<file path="src/rtl/cdb_arbiter_pkg.sv">
// Shared types and constants for the common data bus arbiter.
package cdb_arbiter_pkg;

  localparam int NUM_FU = 3;
  localparam int PREG_W = 6;
  localparam int ROB_W  = 5;
  localparam int DATA_W = 32;
  localparam int PTR_W  = (NUM_FU > 1) ? $clog2(NUM_FU) : 1;

  localparam int FU_ALU = 0;
  localparam int FU_BR  = 1;
  localparam int FU_LSU = 2;

  typedef struct packed {
    logic [PREG_W-1:0] tag;
    logic [ROB_W-1:0]  rob_idx;
    logic [DATA_W-1:0] data;
    logic              br_mispred;
  } cdb_pkt_t;

endpackage

</file>
<file path="src/rtl/cdb_arbiter_rr_arbiter.sv">
// Combinational round-robin picker: the first requester at or after ptr wins.
module rr_arbiter #(
  parameter int N     = 3,
  parameter int PTR_W = (N > 1) ? $clog2(N) : 1
) (
  input  logic [N-1:0]     req,
  input  logic [PTR_W-1:0] ptr,
  output logic [N-1:0]     gnt
);

  // Walk the requesters starting at ptr, wrapping modulo N, and grant the first hit.
  always_comb begin
    logic             found;
    logic [PTR_W:0]   sum;
    logic [PTR_W-1:0] idx;
    gnt   = '0;
    found = 1'b0;
    sum   = '0;
    idx   = '0;
    for (int off = 0; off < N; off++) begin
      sum = {1'b0, ptr} + (PTR_W+1)'(off);
      if (sum >= (PTR_W+1)'(N)) begin
        sum = sum - (PTR_W+1)'(N);
      end
      idx = sum[PTR_W-1:0];
      if (!found && req[idx]) begin
        gnt[idx] = 1'b1;
        found    = 1'b1;
      end
    end
  end

endmodule

</file>
<file path="src/rtl/cdb_arbiter.sv">
// Common data bus arbiter: one holding slot per functional unit, one broadcast per cycle.
module cdb_arbiter
  import cdb_arbiter_pkg::*;
(
  input  logic                  clk,
  input  logic                  rst,
  input  logic [NUM_FU-1:0]     fu_valid,
  input  cdb_pkt_t [NUM_FU-1:0] fu_pkt,
  output logic [NUM_FU-1:0]     fu_ready,
  input  logic                  recovery_en,
  output logic                  cdb_en,
  output cdb_pkt_t              cdb_pkt,
  output logic [NUM_FU-1:0]     cdb_grant
);

  logic [NUM_FU-1:0]     slot_valid_q, slot_valid_d;
  cdb_pkt_t [NUM_FU-1:0] slot_pkt_q, slot_pkt_d;
  logic [PTR_W-1:0]      rr_ptr_q, rr_ptr_d;
  logic [NUM_FU-1:0]     arb_gnt;

  rr_arbiter #(
    .N     (NUM_FU),
    .PTR_W (PTR_W)
  ) u_rr_arbiter (
    .req (slot_valid_q),
    .ptr (rr_ptr_q),
    .gnt (arb_gnt)
  );

  // Bus-side outputs depend only on held state and recovery, never on the incoming FU signals.
  always_comb begin
    cdb_grant = recovery_en ? '0 : arb_gnt;
    cdb_en    = (|slot_valid_q) & ~recovery_en;
    fu_ready  = {NUM_FU{~recovery_en}} & (~slot_valid_q | cdb_grant);
    cdb_pkt   = '0;
    for (int i = 0; i < NUM_FU; i++) begin
      if (cdb_grant[i]) begin
        cdb_pkt = cdb_pkt | slot_pkt_q[i];
      end
    end
  end

  // Slot fill/drain/flush and pointer advance past the granted slot.
  always_comb begin
    slot_valid_d = slot_valid_q;
    slot_pkt_d   = slot_pkt_q;
    rr_ptr_d     = rr_ptr_q;
    for (int i = 0; i < NUM_FU; i++) begin
      if (recovery_en) begin
        slot_valid_d[i] = 1'b0;
      end else if (fu_valid[i] && fu_ready[i]) begin
        slot_valid_d[i] = 1'b1;
        slot_pkt_d[i]   = fu_pkt[i];
      end else if (cdb_grant[i]) begin
        slot_valid_d[i] = 1'b0;
      end
      if (cdb_grant[i]) begin
        rr_ptr_d = (i == NUM_FU-1) ? '0 : PTR_W'(i + 1);
      end
    end
  end

  // State registers; reset drops every held result immediately.
  always_ff @(posedge clk or negedge rst) begin
    if (!rst) begin
      slot_valid_q <= '0;
      slot_pkt_q   <= '0;
      rr_ptr_q     <= '0;
    end else begin
      slot_valid_q <= slot_valid_d;
      slot_pkt_q   <= slot_pkt_d;
      rr_ptr_q     <= rr_ptr_d;
    end
  end

endmodule

</file>
<file path="config.mk">
export PLATFORM = sky130hd
export DESIGN_NAME = cdb_arbiter
export DESIGN_NICKNAME = d
export VERILOG_FILES = /design/src/rtl/cdb_arbiter_pkg.sv /design/src/rtl/cdb_arbiter_rr_arbiter.sv /design/src/rtl/cdb_arbiter.sv
export SDC_FILE = /design/constraint.sdc
export NUM_CORES = 1
export LEC_CHECK = 0
export ABC_AREA = 1
export ABC_CLOCK_PERIOD_IN_PS = 2700
export BUFFER_PORTS_ARGS = -buffer_cell sky130_fd_sc_hd__buf_2
export CAP_MARGIN = 20
export CORE_MARGIN = 10
export CORE_UTILIZATION = 32
export DETAILED_ROUTE_END_ITERATION = 16
export GPL_TIMING_DRIVEN = 0
export PLACE_DENSITY = 0.53
export SYNTH_ARGS = -nofsm -noshare
export SYNTH_HDL_FRONTEND = slang
export SYNTH_SLANG_ARGS = --single-unit
</file>
<file path="constraint.sdc">
create_clock -name clk -period 2.7 [get_ports clk]
set_input_delay 0.405 -clock clk [delete_from_list [all_inputs] [get_ports clk]]
set_output_delay 0.405 -clock clk [all_outputs]
set_load 0.02 [all_outputs]
</file>
---- Yosys cells after proc, flatten, opt, wreduce, memory -nomap -nowiden ----
Cells that the tools add are included.
word-level totals
  register bits ........................... 137
  bits of input ports ..................... 138
  output and inout bits ................... 51
  word-level logic and storage cells ...... 93
cells by class
  $add $sub $neg .......................... 5
  order comparisons ....................... 9
  mux-type cells .......................... 36
  bitwise logic cells ..................... 9
  reductions and logical operators ........ 18
operators by type and width
  cell                                                                          number
  44-bit two-way mux                                                            3
  44-bit OR                                                                     2
  1-bit two-way mux                                                             17
  2-bit two-way mux                                                             6
  3-bit two-way mux                                                             4
  3-bit nonzero test                                                            4
  2-bit by 3-bit less-than comparator with 1-bit output, second input constant  3
  3-bit OR                                                                      3
  1-bit logical AND                                                             8
  1-bit binary-select mux with 2-bit select                                     3
  1-bit demux with 2-bit select                                                 3
  2-bit by 1-bit >= comparator with 1-bit output, second input constant         3
  3-bit by 2-bit >= comparator with 1-bit output, second input constant         2
  2-bit AND reduction                                                           3
  2-bit subtractor, second input constant                                       3
  2-bit by 1-bit adder with 3-bit output, second input constant                 1
  2-bit by 2-bit adder with 3-bit output, second input constant                 1
  3-bit bitwise AND                                                             1
  3-bit inverter                                                                1
  3-bit OR reduction                                                            1
  2-bit >= comparator, second input constant                                    1
  1-bit logical NOT                                                             2
  1-bit bitwise AND                                                             1
  1-bit inverter                                                                1

---- Depth between registers and ports, before layout ----
Gate-level depths: netlist of the first run.
  word-level depth ........................ 17
  mapped depth ............................ 15

---- Modules after synthesis ----
Synthesis of the first run repeated with hierarchy kept, for this count alone.
second synthesis, totals
  cell total of the unflattened synthesis .. 848
  area total of the unflattened synthesis .. 6825.3 µm²
by module, submodules not included
  module       instances  cells an instance  area an instance (µm²)  sequential area each (µm²)
  cdb_arbiter  1          806                6592.6                  3428.3
  rr_arbiter   1          42                 232.7                   0.0

---- Least setup slack after synthesis of the first run ----
Ideal clock, no wire load.
  kind .................................... reg-to-output
  from .................................... register rr_ptr_q[0]
  to ...................................... output cdb_pkt[35] in the netlist's numbering
  data arrival time ....................... 1946 ps
  slack ................................... 349 ps
  stages on the path, launching flop included .. 13
  path buffers ............................ 1
  path through ............................ dfrtp_1 inv_1 ha_1 inv_1 nand3_1 nand3_1 nand4_1 nand2_1 nand2_1 inv_2 buf_6 nand2_1 nand3_1
RTL lines
  element                 line               text
  start, declared         cdb_arbiter.sv:18  logic [PTR_W-1:0] rr_ptr_q, rr_ptr_d;
  start signal, assigned  cdb_arbiter.sv:72  rr_ptr_q <= rr_ptr_d;
  end, declared           cdb_arbiter.sv:12  output cdb_pkt_t cdb_pkt,

==> results of run 1 <==
power groups by stage:
stage / combinational, uW / sequential [uW] / clock [uW]
floorplan: 3420 / 3280 / 0
global placement: 5110 / 3390 / 0
detailed placement: 5150 / 3410 / 0
CTS: 6770 / 3410 / 2650
global route: 8200 / 3570 / 2740
finish: 7620 / 3460 / 2620
how the worst max path moves through the flow:
stage	from	slack, ns	depth (start not counted)	endpoint
floorplan	rr_ptr_q[0]	0.35	12	cdb_pkt[35]
global placement	rst	-0.97	1	slot_pkt_q[30]
detailed placement	rr_ptr_q[0]	-0.18	13	cdb_pkt[31]
CTS	rr_ptr_q[0]	-0.13	11	cdb_pkt[14]
global route	rr_ptr_q[0]	-0.32	14	cdb_pkt[9]
finish	rr_ptr_q[0]	-0.19	14	cdb_pkt[5]
cell usage after synthesis (all sizes together):
cell      n  area [um^2]
nand3   149          791
buf      40          358
nand4   135          845
a21oi     5         25.0
inv      21         78.8
o31ai     1         7.51
nand2   335         1270
o21ai     2         13.8
clkbuf   38          143
a31oi     1         6.26
dfrtp   137         3430
ha        4         50.1
clkinv    1         3.75
registers in the layout, indices dropped and copies added (netlist names):
name,cells
rr_ptr_q,2
slot_pkt_q,132
slot_valid_q,3
through the flow:
stage          hold WS [ns]  cell area (um^2)
2_1_floorplan         0.109              7020
3_3_place_gp          0.455              8290
3_5_place_dp          0.454              8330
4_1_cts              0.0110              9770
5_1_grt              0.0318             10300
6_report            -0.0218             10300
layout make-up:
cell class | instances | area [um^2]
flip-flops and latches | 137 | 3430
clock inverters | 12 | 196
fillers | 2167 | 11400
plain buffers | 75 | 562
inverters | 22 | 98.8
repair buffers | 225 | 1690
multi-input cells | 632 | 3470
well taps | 280 | 350
clock buffers | 19 | 453
worst max-delay path, delay by kind of cell (launching register included):
family / cells / cell delay (ns)
buffers and inverters: 5 / 0.49
and+or+nand+nor: 8 / 0.80
DFF: 1 / 0.41
adders and majority gates: 1 / 0.32
cell families after synthesis:
logic type	count (synthesis)	share of synthesized area, %
AND/OR/NAND/NOR	619	41.4
AO/OA/AOI/OAI	9	0.749
adder cells (fa/ha/maj)	4	0.713
flip-flops	137	48.9
buffers and inverters	100	8.31
metal layers:
metal | vias up | track usage (%) | wire length, um
li1 | 3465 | - | -
met1 | 3527 | 25.0 | 12300
met2 | 235 | 31.4 | 13400
met3 | 23 | 4.68 | 1790
met4 | 0 | 4.58 | 347
met5 | - | 0 | 0
what timing repair did:
action / 4_1_cts / 5_1_grt
buffers inserted: 21 / 11
resized for setup: 174 / 84
endpoints found under the setup margin: 50 / 86
pin swaps: 16 / 19
cloned: 3 / 4
==> results.json, run 1 <==
{
  "path_cells": "inv_2 > ha_4 > inv_4 > nand2_2 > nand3_2 > nand2_2 > nand3_1 > nand2_1 > inv_2 > nand2_8 > buf_8 > nand3_1 > nand3_2 > buf_6",
  "powerDensity_nw_per_um2": 1340,
  "h-tree-depth": 4,
  "row_count": 54,
  "period_share_pct": 107,
  "io_pins": 189,
  "finalSetupViolations": 49,
  "relSlewSlack_pct": 40.2,
  "synth_area_um2": 7020,
  "cts_hold_buf": 0,
  "grt_pass1_vias": 7506,
  "layout.nets": 1252,
  "die_x_um": 168,
  "clock_sinks": 137,
  "synth_seq_cells": 137,
  "clkTransAtPathRegs_ns": 0.07,
  "grt_max_degree": 71,
  "dpl_worst_slack_ns": -0.178,
  "end_kind": "output port",
  "finalWorstSetupSlack_ns": -0.194,
  "p_comb_share_pct": 55.6,
  "tightest_slew_ns": 0.896,
  "clock_latency_ns": 0.42,
  "final_cells": 1402,
  "hold_class": "primary input to asynchronous set/reset pin",
  "critPathLaunchType": "register",
  "cp_max_fo": 10,
  "coreArea_um2": 21700,
  "final_layout_size_suffix_gt1_share_pct": 36.4,
  "reg2reg_depth": 16,
  "slowest_delay_ns": 0.41,
  "vias_per_cell": 5.17,
  "skew_ns": 0.00920,
  "swShare_pct": 41.5,
  "ys_warn_count": 0,
  "drt_iter0_drc": 517,
  "placed_cells": 1335,
  "gr-usage-all-layers_pct": 19.2,
  "layout_common_cells": "302 x nand2_1, 138 x buf_2, 136 x dfrtp_1",
  "rrSetupSlack_ns": 0.18,
  "worst_r2r_endpoint": "slot_pkt_q[130]",
  "p_sw_uw": 5690,
  "synth_area_per_cell_um2": 8.07,
  "cts_tree": "yes",
  "ant_nets": 0,
  "vias": 7250,
  "wl_um": 27800,
  "finalCoreUtilization_pct": 47.3,
  "die_h_um": 168,
  "violations": "negative hold slack, negative setup slack",
  "grt_overflow": 0,
  "max_cap_viol_count": 0,
  "hold_viol": 3,
  "ys_types": 21,
  "crit_type": "register to output port",
  "p_total_uw": 13700,
  "grt_pass1_wl_um": 42800,
  "final.setup.tns_ns": -7.57,
  "syn_inst": 869,
  "ys_seq_area_share_pct": 48.9,
  "clockRootBuffer": "clkbuf_16",
  "drv_slew": 0,
  "drt-pass1-iter-count": 5,
  "place_congestion": 0.880,
  "fmax_ghz": 0.346,
  "cp.required_ns": 2.30,
  "whs_ns": -0.0218,
  "p_int_uw": 8000,
  "final_common_cell": "nand2_1",
  "die_area_um2": 28300,
  "drc_errors": 0,
  "antenna_found_initial": 0,
  "p_clk_share_pct": 19.1,
  "clockBufferDepth": 2,
  "p_leak_uw": 0.00544,
  "cp_slowest_cell": "dfrtp_1",
  "diodes": 0,
  "period_needed_ns": 2.89,
  "synth.net_count": 1011,
  "layout-area-overhead-vs-synth_pct": 46.1,
  "wl_per_cell_um": 19.8,
  "rr_startpoint": "rr_ptr_q[0]",
  "grt_setup_unrepaired": "yes",
  "worstPathArrival_ns": 2.49,
  "ir_drop_v": 0.000581,
  "io_buffers": 185,
  "status": "complete, but fails checks",
  "numCtsBuffers": 17,
  "place_hpwl_um": 19400,
  "start_util_pct": 32.4,
  "seq_power_share_pct": 25.2
}
Power figures use the tool's default switching activity.
==> inputs of run 2 (changes only) <==
--- a/config.mk
+++ b/config.mk
@@ -11,8 +11,7 @@
 export CAP_MARGIN = 20
 export CORE_MARGIN = 10
-export CORE_UTILIZATION = 32
+export CORE_UTILIZATION = 50
 export DETAILED_ROUTE_END_ITERATION = 16
-export GPL_TIMING_DRIVEN = 0
-export PLACE_DENSITY = 0.53
+export PLACE_DENSITY = 0.77
 export SYNTH_ARGS = -nofsm -noshare
 export SYNTH_HDL_FRONTEND = slang
==> constraint.sdc (replaced) <==
create_clock -name clk -period 2.7 [get_ports clk]
set_input_delay 0.27 -clock clk [delete_from_list [all_inputs] [get_ports clk]]
set_output_delay 0.27 -clock clk [all_outputs]
set_load 0.02 [all_outputs]
==> run 2 against run 1 <==
Net effect: hold slack better by 0.12 ns; sequential cell count unchanged; largest cell class is now registers; critical endpoint unchanged; critical path depth up 1; via count down 0.37%; highest routed layer unchanged; setup slack better by 0.14 ns; the flow finishes with violations (negative setup slack); critical path type unchanged; first-iteration DRC count up 25%; fmax up 5.2%.
==> results.json, run 2 (synthesis gave the netlist of run 1 again) <==
{
  "status": "complete, but fails checks",
  "violations": "negative setup slack",
  "final_common_cell": "nand2_1",
  "start_util_pct": 50.7,
  "wl_per_cell_um": 20.0,
  "end_kind": "output port",
  "drv_slew": 0,
  "regMostFlops": "slot_pkt_q",
  "crit_type": "register to output port",
  "clockBufferDepth": 2,
  "period_needed_ns": 2.75,
  "layout_common_cells": "324 x nand2_1, 153 x buf_2, 136 x dfrtp_1",
  "drt-pass1-iter-count": 7,
  "die_x_um": 138,
  "row_count": 43,
  "period_share_pct": 102,
  "hold_viol": 0,
  "vias": 7223,
  "p_leak_uw": 0.00492,
  "place_congestion": 0.924,
  "wl_um": 24800,
  "place_hpwl_um": 15200,
  "final.setup.tns_ns": -0.910,
  "clockRootBuffer": "clkbuf_16",
  "n_fill_cell": 1161,
  "finalSetupViolations": 43,
  "io_buffers": 188,
  "grt_pass1_wl_um": 36700,
  "final_layout_size_suffix_gt1_share_pct": 29.6,
  "gr-usage-all-layers_pct": 23.2,
  "hold_class": "primary input to register",
  "finalWorstSetupSlack_ns": -0.0493,
  "clock_latency_ns": 0.42,
  "skew_ns": 0.0128,
  "dpl_worst_slack_ns": 0.186,
  "io_pins": 189,
  "die_area_um2": 19200,
  "layout.nets": 1187,
  "powerDensity_nw_per_um2": 1330,
  "critPathLaunchType": "register",
  "cp_max_fo": 9,
  "vias_per_cell": 5.83,
  "ant_nets": 0,
  "p_sw_uw": 5300,
  "p_comb_share_pct": 53.1,
  "p_clk_share_pct": 18.8,
  "relSlewSlack_pct": 46.6,
  "die_h_um": 138,
  "clkTransAtPathRegs_ns": 0.05,
  "numCtsBuffers": 17,
  "antenna_found_initial": 0,
  "max_cap_viol_count": 0,
  "biggestRegsByFlops": "slot_pkt_q: 132 flops, slot_valid_q: 3 flops, rr_ptr_q: 2 flops",
  "cp.required_ns": 2.43,
  "drc_errors": 0,
  "layout-area-overhead-vs-synth_pct": 31.2,
  "drt_iter0_drc": 644,
  "worstPathArrival_ns": 2.48,
  "grt_overflow": 0,
  "ir_drop_v": 0.000765,
  "cts_tree": "yes",
  "seq_power_share_pct": 28.1,
  "tightest_slew_ns": 0.801,
  "fmax_ghz": 0.364,
  "swShare_pct": 43.2,
  "grt_pass1_vias": 6930,
  "diodes": 0,
  "clock_sinks": 137,
  "h-tree-depth": 4,
  "grt_max_degree": 81,
  "grt_setup_unrepaired": "yes",
  "largest_reg_flops": 132,
  "coreArea_um2": 13800,
  "p_int_uw": 6960
}
-- run 2: metrics by stage --
stage,total power (uW),instances,util (%),area [um^2],hold WS [ns]
floorplan,6700,869,-,7020,-0.0256
global placement,8240,1185,57.8,7990,0.301
detailed placement,8320,1185,57.8,7990,0.301
CTS,10900,1223,63.0,8710,0.0894
global route,12900,1238,66.6,9200,0.0951
finish,12300,1238,66.6,9200,0.0951
-- run 2: routing by layer --
layer / up-vias / global-route usage [%] / share of wire, %
li1: 3332 / - / -
met1: 3471 / 30.5 / 41
met2: 388 / 36.7 / 48
met3: 32 / 6.27 / 9.1
met4: 0 / 6.60 / 1.6
met5: - / 0 / 0
-- run 2: critical path, cell delays in order (launching register included) --
cell and delay (ns):
dfrtp_2 0.46, ha_4 0.35, inv_4 0.05, nand2_1 0.08, nand3_2 0.08, nand2_4 0.08
nand2_1 0.05, nand2_1 0.08, nand2_2 0.07, nand2_2 0.10, nand2_4 0.09, clkinv_8 0.11
clkbuf_16 0.16, nand2_1 0.05, nand3_1 0.07, buf_2 0.17
-- run 2: final timing paths --
check	start	to	slack, ns	cells after the start
worst max register to register	rr_ptr_q[1]	slot_pkt_q[107]	0.17	13
worst min register to register	slot_pkt_q[40]	slot_pkt_q[40]	0.47	2
min in group asynchronous	rst	slot_pkt_q[49]	0.41	2
worst min-delay path	fu_pkt[80]	slot_pkt_q[80]	0.1	3
worst max-delay path	rr_ptr_q[1]	cdb_pkt[5]	-0.05	15
max in group asynchronous	rst	slot_pkt_q[28]	1.47	3
-- run 2: layout make-up --
| class | instances | area (um^2) | area share [%] |
|---|---|---|---|
| sequential | 137 | 3430 | 37.3 |
| clock buffer | 24 | 492 | 5.34 |
| clock inverter | 8 | 92.6 | 1.01 |
| timing repair buffer | 235 | 1690 | 18.4 |
| multi-input combinational | 632 | 3170 | 34.4 |
| tap | 180 | 225 | 2.45 |
| inverter | 22 | 105 | 1.14 |
-- run 2: power by group through the flow --
stage / registers [uW] / clock network [uW] / logic (uW)
detailed placement: 3420 / 0 / 4900
finish: 3440 / 2310 / 6510
global route: 3520 / 2420 / 6990
CTS: 3410 / 2320 / 5170
global placement: 3420 / 0 / 4820
floorplan: 3280 / 0 / 3420
-- run 2: repair_timing --
| item | 4_1_cts | 5_1_grt |
|---|---|---|
| endpoints found under the hold margin | 61 | 0 |
| cloned | 0 | 8 |
| hold buffers | 1 | 0 |
| setup endpoints to repair | 48 | 49 |
| resized for setup | 29 | 77 |
| buffers inserted | 5 | 7 |
| pin swaps | 2 | 15 |
